<file path="src/rtl/rio_motion_pkg.sv">
`default_nettype none
// ============================================================================
// Module : rio_motion_pkg
// Brief  : Shared motion types: velocity word, ramp state encoding, step rule.
// Rev    : 1.0  initial release
// ============================================================================
package rio_motion_pkg;

    localparam int STATE_W = 2;

    typedef logic signed [31:0] velocity_t;

    typedef enum logic [STATE_W-1:0] {
        DISABLED = 2'd0,
        RAMP     = 2'd1,
        HOLD     = 2'd2,
        STOPPING = 2'd3
    } ramp_state_e;

    // Moves cur toward tgt by at most accel; 34-bit math keeps the difference exact.
    function automatic velocity_t ramp_step(input velocity_t   cur,
                                            input velocity_t   tgt,
                                            input logic [31:0] accel);
        logic signed [33:0] w_diff;
        logic signed [33:0] w_acc;
        logic signed [33:0] w_next;
        w_diff = 34'(tgt) - 34'(cur);
        w_acc  = $signed({2'b00, accel});
        if ((w_diff <= w_acc) && (w_diff >= -w_acc)) begin
            w_next = 34'(tgt);
        end else if (w_diff > 0) begin
            w_next = 34'(cur) + w_acc;
        end else begin
            w_next = 34'(cur) - w_acc;
        end
        return w_next[31:0];
    endfunction

endpackage
`default_nettype wire

</file>
<file path="src/rtl/rio_tick_div.sv">
`default_nettype none
// ============================================================================
// Module : rio_tick_div
// Brief  : Free-running divider; tick is high for one cycle every TICK_DIV.
// Rev    : 1.0  initial release
// ============================================================================
module rio_tick_div #(
    parameter int TICK_DIV = 2981
) (
    input  logic clk,
    input  logic rst,
    output logic tick
);

    localparam int c_CNT_W = (TICK_DIV > 1) ? $clog2(TICK_DIV) : 1;

    logic [c_CNT_W-1:0] r_cnt_q;
    logic [c_CNT_W-1:0] w_cnt_d;
    logic               w_tick;

    always_comb begin
        w_tick  = (r_cnt_q == c_CNT_W'(TICK_DIV - 1));
        w_cnt_d = w_tick ? '0 : r_cnt_q + 1'b1;
    end

    always_ff @(posedge clk) begin
        if (rst) begin
            r_cnt_q <= '0;
        end else begin
            r_cnt_q <= w_cnt_d;
        end
    end

    assign tick = w_tick;

endmodule
`default_nettype wire

</file>
<file path="src/rtl/stepdir_ramp_ctrl.sv">
`default_nettype none
// ============================================================================
// Module : stepdir_ramp_ctrl
// Brief  : Acceleration-limited velocity sequencer feeding one stepdir axis.
//          Optional soft position limits: define STEPDIR_RAMP_SOFTLIMIT_EN.
// Rev    : 1.0  initial release
// ============================================================================
module stepdir_ramp_ctrl
    import rio_motion_pkg::*;
#(
    parameter int          TICK_DIV = 2981,
    parameter logic [31:0] ACCEL    = 32'd1000
) (
    input  logic                clk,
    input  logic                rst,
    input  logic                sync,
    input  logic signed [31:0]  target_vel,
    input  logic                target_en,
    input  logic                fault,
    output logic signed [31:0]  velocity,
    output logic                enable,
    output logic                busy,
    output logic [STATE_W-1:0]  state
`ifdef STEPDIR_RAMP_SOFTLIMIT_EN
    ,
    input  logic signed [31:0]  position,
    input  logic signed [31:0]  pos_min,
    input  logic signed [31:0]  pos_max,
    output logic                limit_hit
`endif
);

    ramp_state_e r_state_q;
    ramp_state_e w_state_d;
    velocity_t   r_vel_q;
    velocity_t   w_vel_d;
    velocity_t   r_tgt_q;
    velocity_t   w_tgt_d;
    velocity_t   w_tgt_eff;
    velocity_t   w_vel_step;
    logic        r_en_l_q;
    logic        w_en_l_d;
    logic        r_enable_q;
    logic        w_enable_d;
    logic        r_limit_q;
    logic        w_limit_d;
    logic        w_tick;
    logic        w_stop;
    logic        w_clamp;

    rio_tick_div #(
        .TICK_DIV (TICK_DIV)
    ) u_tick_div (
        .clk  (clk),
        .rst  (rst),
        .tick (w_tick)
    );

    always_comb begin
        w_clamp = 1'b0;
`ifdef STEPDIR_RAMP_SOFTLIMIT_EN
        w_clamp = ((position >= pos_max) && (r_tgt_q > 0)) ||
                  ((position <= pos_min) && (r_tgt_q < 0));
`endif
        w_stop     = fault | ~r_en_l_q;
        w_tgt_eff  = ((r_state_q == STOPPING) || w_clamp) ? '0 : r_tgt_q;
        w_vel_step = ramp_step(r_vel_q, w_tgt_eff, ACCEL);

        w_state_d = r_state_q;
        w_vel_d   = r_vel_q;
        // A new frame only lands in the latches; the ramp sees it from the next tick.
        w_tgt_d   = sync ? target_vel : r_tgt_q;
        w_en_l_d  = sync ? target_en  : r_en_l_q;

        case (r_state_q)
            DISABLED: begin
                w_vel_d = '0;
                if (r_en_l_q && !fault) begin
                    w_state_d = RAMP;
                end
            end
            RAMP: begin
                if (w_tick) begin
                    w_vel_d = w_vel_step;
                end
                if (w_stop) begin
                    w_state_d = STOPPING;
                end else if (w_tick && (w_vel_step == w_tgt_eff)) begin
                    w_state_d = HOLD;
                end
            end
            HOLD: begin
                if (w_stop) begin
                    w_state_d = STOPPING;
                end else if (w_tgt_eff != r_vel_q) begin
                    w_state_d = RAMP;
                end
            end
            STOPPING: begin
                if (w_tick) begin
                    w_vel_d = w_vel_step;
                end
                // Re-enable mid-stop resumes the ramp without touching zero first.
                if (r_en_l_q && !fault && (r_vel_q != '0)) begin
                    w_state_d = RAMP;
                end else if (w_vel_d == '0) begin
                    w_state_d = DISABLED;
                end
            end
            default: begin
                w_state_d = DISABLED;
                w_vel_d   = '0;
            end
        endcase

        w_enable_d = (w_state_d != DISABLED);
        w_limit_d  = w_clamp && ((r_state_q == RAMP) || (r_state_q == HOLD));
    end

    always_ff @(posedge clk) begin
        if (rst) begin
            r_state_q  <= DISABLED;
            r_vel_q    <= '0;
            r_tgt_q    <= '0;
            r_en_l_q   <= 1'b0;
            r_enable_q <= 1'b0;
            r_limit_q  <= 1'b0;
        end else begin
            r_state_q  <= w_state_d;
            r_vel_q    <= w_vel_d;
            r_tgt_q    <= w_tgt_d;
            r_en_l_q   <= w_en_l_d;
            r_enable_q <= w_enable_d;
            r_limit_q  <= w_limit_d;
        end
    end

    assign velocity = r_vel_q;
    assign enable   = r_enable_q;
    assign busy     = (r_state_q != DISABLED);
    assign state    = r_state_q;

`ifdef STEPDIR_RAMP_SOFTLIMIT_EN
    assign limit_hit = r_limit_q;
`else
    logic w_limit_unused;
    assign w_limit_unused = r_limit_q;
`endif

endmodule
`default_nettype wire
</file>
<file path="config.mk">
export PLATFORM = sky130hd
export DESIGN_NAME = stepdir_ramp_ctrl
export DESIGN_NICKNAME = d
export VERILOG_FILES = /design/src/rtl/rio_motion_pkg.sv /design/src/rtl/rio_tick_div.sv /design/src/rtl/stepdir_ramp_ctrl.sv
export SDC_FILE = /design/constraint.sdc
export NUM_CORES = 1
export LEC_CHECK = 0
export BUFFER_PORTS_ARGS = -buffer_cell sky130_fd_sc_hd__clkbuf_2
export CAP_MARGIN = 20
export CELL_PAD_IN_SITES_DETAIL_PLACEMENT = 0
export CELL_PAD_IN_SITES_GLOBAL_PLACEMENT = 1
export CORE_UTILIZATION = 49
export CTS_CLUSTER_DIAMETER = 150
export DETAILED_ROUTE_END_ITERATION = 10
export PLACE_DENSITY_LB_ADDON = 0.15
export SKIP_CTS_REPAIR_TIMING = 1
export SLEW_MARGIN = 10
export SYNTH_ARGS = -nofsm -noshare
export SYNTH_HDL_FRONTEND = slang
export SYNTH_SLANG_ARGS = --single-unit
export TNS_END_PERCENT = 50
</file>
<file path="constraint.sdc">
create_clock -name clk -period 21.4 [get_ports clk]
set_input_delay 0 -clock clk [delete_from_list [all_inputs] [get_ports clk]]
set_output_delay 0 -clock clk [all_outputs]
set_load 0.1 [all_outputs]
</file>
==> tab_implementation.tex <==
\begin{tabular}{lr}
\hline
Metric & Value \\
\hline
\multicolumn{2}{l}{\textbf{Routing}} \\
\quad Via density & 6.47 \\
\quad Pre-antenna DRT Iters & 5 \\
\quad Total Wirelength & 34200 um \\
\quad Iteration-0 DRC Markers & 837 \\
\quad Antenna viol nets, final & 0 \\
\quad Via count & 10221 \\
\quad Average wire per cell in the routed design & 21.7 um \\
\quad DR DRC count & 0 \\
\multicolumn{2}{l}{\textbf{Timing}} \\
\quad Highest attainable clock frequency & 98.9 MHz \\
\quad Slew Viols, Final & 0 \\
\quad Ratio of final minimum period to clock period & 0.472 \\
\quad Maximum clock skew at final layout & 0.00998 ns \\
\quad Period minus WS final & 10.11 ns \\
\quad Count of final hold-check violations & 0 \\
\quad Relative max-transition margin & 0.276 \\
\quad Setup-failing EPs final & 0 \\
\quad Setup Total Neg Slack & 0 ns \\
\quad RSZ-0062 raised after global routing & no \\
\quad Worst slew pin tran & 1.08 ns \\
\multicolumn{2}{l}{\textbf{Global route}} \\
\quad Number of antenna violations at the first check in global routing & 0 \\
\quad Global routing usage on met2 & 0.531 \\
\quad Met3 global-route usage & 0.0537 \\
\quad Most utilized layer in the global route result & met2 \\
\quad Met1 GRT Util & 0.480 \\
\quad Global-route usage over all layers & 0.348 \\
\quad Via count of the first global-routing pass & 9178 \\
\quad Overall overflow remaining after global route & 0 \\
\quad Global-route wire length before repair & 52000 um \\
\quad Maximum number of pins on one net before global-route repair & 72 \\
\multicolumn{2}{l}{\textbf{Placement}} \\
\quad Final weighted congestion in routability-driven placement & 0.979 \\
\quad Post-detailed-placement half-perimeter wirelength & 26200 um \\
\quad Port Buf Inserts & 72 \\
\quad Post-detailed-placement cell area & 9660 um2 \\
\multicolumn{2}{l}{\textbf{Synthesis}} \\
\quad Syn\_nets & 1389 \\
\quad Cell taking the most area after synthesis & dfxtp\_1 \\
\quad Fraction of synthesized cell area taken by the top area cell type & 0.173 \\
\quad Most common flop cell mapped by yosys & dfxtp\_1 \\
\quad Synthesized-area fraction occupied by and/or/nand/nor cells & 0.282 \\
\quad Distinct cells, synth & 99 \\
\quad Area fraction in compound gates after synthesis & 0.266 \\
\quad Synthesized flop and latch total & 80 \\
\quad Post-synthesis instance area & 9260 um2 \\
\quad Seq/Total Area, Yosys & 0.173 \\
\quad Main combinational cell family by area after synthesis & simple AND/OR/NAND/NOR gates \\
\quad Share of synthesized area spent on multiplexers & 0.0623 \\
\quad Adder and majority cell fraction of the synthesized area & 0.0784 \\
\quad Xor/xnor cell area share of the yosys netlist & 0.0765 \\
\quad Gate count of the mapped netlist & 1297 \\
\quad Share of flip-flops with an asynchronous set or reset after synthesis & 0 \\
\quad Average size of a mapped cell & 7.14 um2 \\
\quad Yosys warns & 0 \\
\quad Count of flip-flops with a built-in enable after synthesis & 0 \\
\quad Ranking of synthesized cells by area & dfxtp\_1, ha\_1, nor2\_1 \\
\multicolumn{2}{l}{\textbf{Power and ir drop}} \\
\quad Internal Pwr Total & 363 uW \\
\quad Leakage component of the power & 4.34 nW \\
\quad Logic gate share of total power & 0.497 \\
\quad Total power divided by cell area & 63.6 nW/um2 \\
\quad Worst vdd ir & 0.0000387 V \\
\quad Switching power & 292 uW \\
\quad Clock share of power & 0.257 \\
\quad Sequential Power Share & 0.246 \\
\quad Switching power share of the total & 0.446 \\
\multicolumn{2}{l}{\textbf{Layout}} \\
\quad Fraction of final layout cells sized beyond drive strength 1 & 0.102 \\
\quad Commonest cells after routing, fill and taps aside & nor2\_1, nand2\_1, a21oi\_1 \\
\quad Utilization of the core after routing & 0.564 \\
\quad Layout net count & 1437 \\
\quad Most common cell after layout, fill and taps aside & nor2\_1 \\
\quad Post-route design area & 10300 um2 \\
\quad Area growth from synthesis to layout & 11.3\% \\
\quad Antenna cell count & 0 \\
\multicolumn{2}{l}{\textbf{Floorplan}} \\
\quad Die span in x & 139 um \\
\quad Die Footprint & 19500 um2 \\
\quad Vertical die dimension & 139 um \\
\quad I/O pin count & 73 \\
\quad Count of standard-cell rows & 49 \\
\quad Starting density of the core & 0.507 \\
\quad Core Region & 18300 um2 \\
\multicolumn{2}{l}{\textbf{CTS}} \\
\quad Clock tree from TritonCTS & built \\
\quad Clock Root Buffer & clkbuf\_16 \\
\quad \# clock sinks & 80 \\
\quad Total number of H-tree levels & 3 \\
\quad Clock transition at the register clock pins on the worst setup and hold paths after CTS & 0.07 ns \\
\quad CTS buffer count & 9 \\
\quad Insertion delay of the later-clocked pin in the worst-skew pair & 0.36 ns \\
\quad Buffers from clock root to sink, at most & 2 \\
\multicolumn{2}{l}{\textbf{Min path}} \\
\quad Worst hold path type & primary input to flop \\
\multicolumn{2}{l}{\textbf{Critical path}} \\
\quad Family with the most delay on the worst path & compound AO/OA/AOI/OAI gates \\
\quad Kind of critical path & flop to flop \\
\quad Slowest cell on the critical path & inv\_1 \\
\quad Worst Path Required & 21.66 ns \\
\quad Worst path bufs/invs & 2 \\
\quad Category of the worst setup path launch point & flop \\
\quad Longest individual stage delay on the worst path & 0.78 ns \\
\quad Data arrival, critical path & 10.37 ns \\
\quad Crit-path max FO & 25 \\
\quad Endpoint class of the critical path & flop \\
\multicolumn{2}{l}{\textbf{Flow run}} \\
\quad Maxcap violations & 0 \\
\multicolumn{2}{l}{\textbf{Status}} \\
\quad Status & completed \\
\hline
\end{tabular}
==> kinds of logic after synthesis <==
family	after synthesis
AOI/OAI and AO/OA	356
xor gates and xnor gates	80
adders and majority gates	58
buffers and inverters	142
DFF	80
muxes	55
and+or+nand+nor	526
==> Yosys cell counts, types with 6 or more instances <==
cell and count:
or3_1 12, a211oi_1 14, nor2b_1 11, and3_1 17
mux2i_1 46, nor4bb_1 6, nor3_1 41, o211ai_1 13
a221oi_1 6, clkbuf_1 57, and2_1 19, nor4_1 19
dfxtp_1 80, o2111ai_1 7, a21o_1 30, a21oi_1 100
nand2b_1 17, nand3b_1 6, xor2_1 21, xnor2_1 58
inv_1 64, o21ai_0 48, nor2_1 153, buf_1 8
buf_2 7, nand3_1 43, a31oi_1 21, o21a_1 10
mux2_2 6, nand2_1 122, ha_1 54, a2111oi_0 7
o21bai_1 8, nand4_1 25
==> worst register-to-register path: cells and delay by family (launching register included) <==
family / cells / cell delay (ns)
AOI/OAI and AO/OA: 19 / 5.33
xor gates and xnor gates: 1 / 0.23
adders and majority gates: 2 / 0.66
buffers and inverters: 2 / 1.20
DFF: 1 / 0.32
and+or+nand+nor: 7 / 2.31
==> power groups by stage <==
stage	Sequential (mW)	Combinational, mW	Clock (mW)
6_report	0.161	0.326	0.168
5_1_grt	0.162	0.350	0.176
4_1_cts	0.161	0.313	0.171
3_5_place_dp	0.164	0.311	0
3_3_place_gp	0.164	0.313	0
2_1_floorplan	0.174	0.227	0
==> worst paths after layout <==
kind / startpoint / endpoint / slack [ns] / cells past startpoint
min: rst / u_tick_div.r_cnt_q[9] / 0.27 / 3
min reg2reg: u_tick_div.r_cnt_q[0] / u_tick_div.r_cnt_q[0] / 0.49 / 1
max: state[0] / enable / 11.29 / 31
max reg2reg: state[0] / enable / 11.29 / 31
==> state kept, by name (all words and copies together), names as in the netlist <==
register	cells
enable	1
u_tick_div.r_cnt_q	12
velocity	32
r_tgt_q	32
r_en_l_q	1
state	2
==> per-stage QoR <==
stage	power [mW]	hold WS (ns)	std cells	setup WS (ns)
after detailed placement	0.476	0.241	1530	11.63
after floorplan	0.401	0.147	1297	12.41
after CTS	0.645	-0.139	1546	11.58
after global placement	0.477	0.234	1530	11.83
final	0.655	0.269	1579	11.29
after global routing	0.687	0.303	1579	10.59
==> cell type report <==
| type | count | area [um2] |
|---|---|---|
| clock buffers | 10 | 239 |
| clock inverters | 6 | 75.1 |
| fillers | 1839 | 7960 |
| inverters | 65 | 244 |
| multi-input cells | 1075 | 7100 |
| flip-flops and latches | 80 | 1600 |
| well taps | 229 | 287 |
| repair buffers | 114 | 758 |
==> routing by layer <==
layer / part of all wire / up-vias
met5: 0 / -
met4: 0.041 / 0
li1: - / 4844
met2: 0.43 / 471
met3: 0.083 / 89
met1: 0.44 / 4817
No activity file was read; power rests on OpenSTA's default activity.
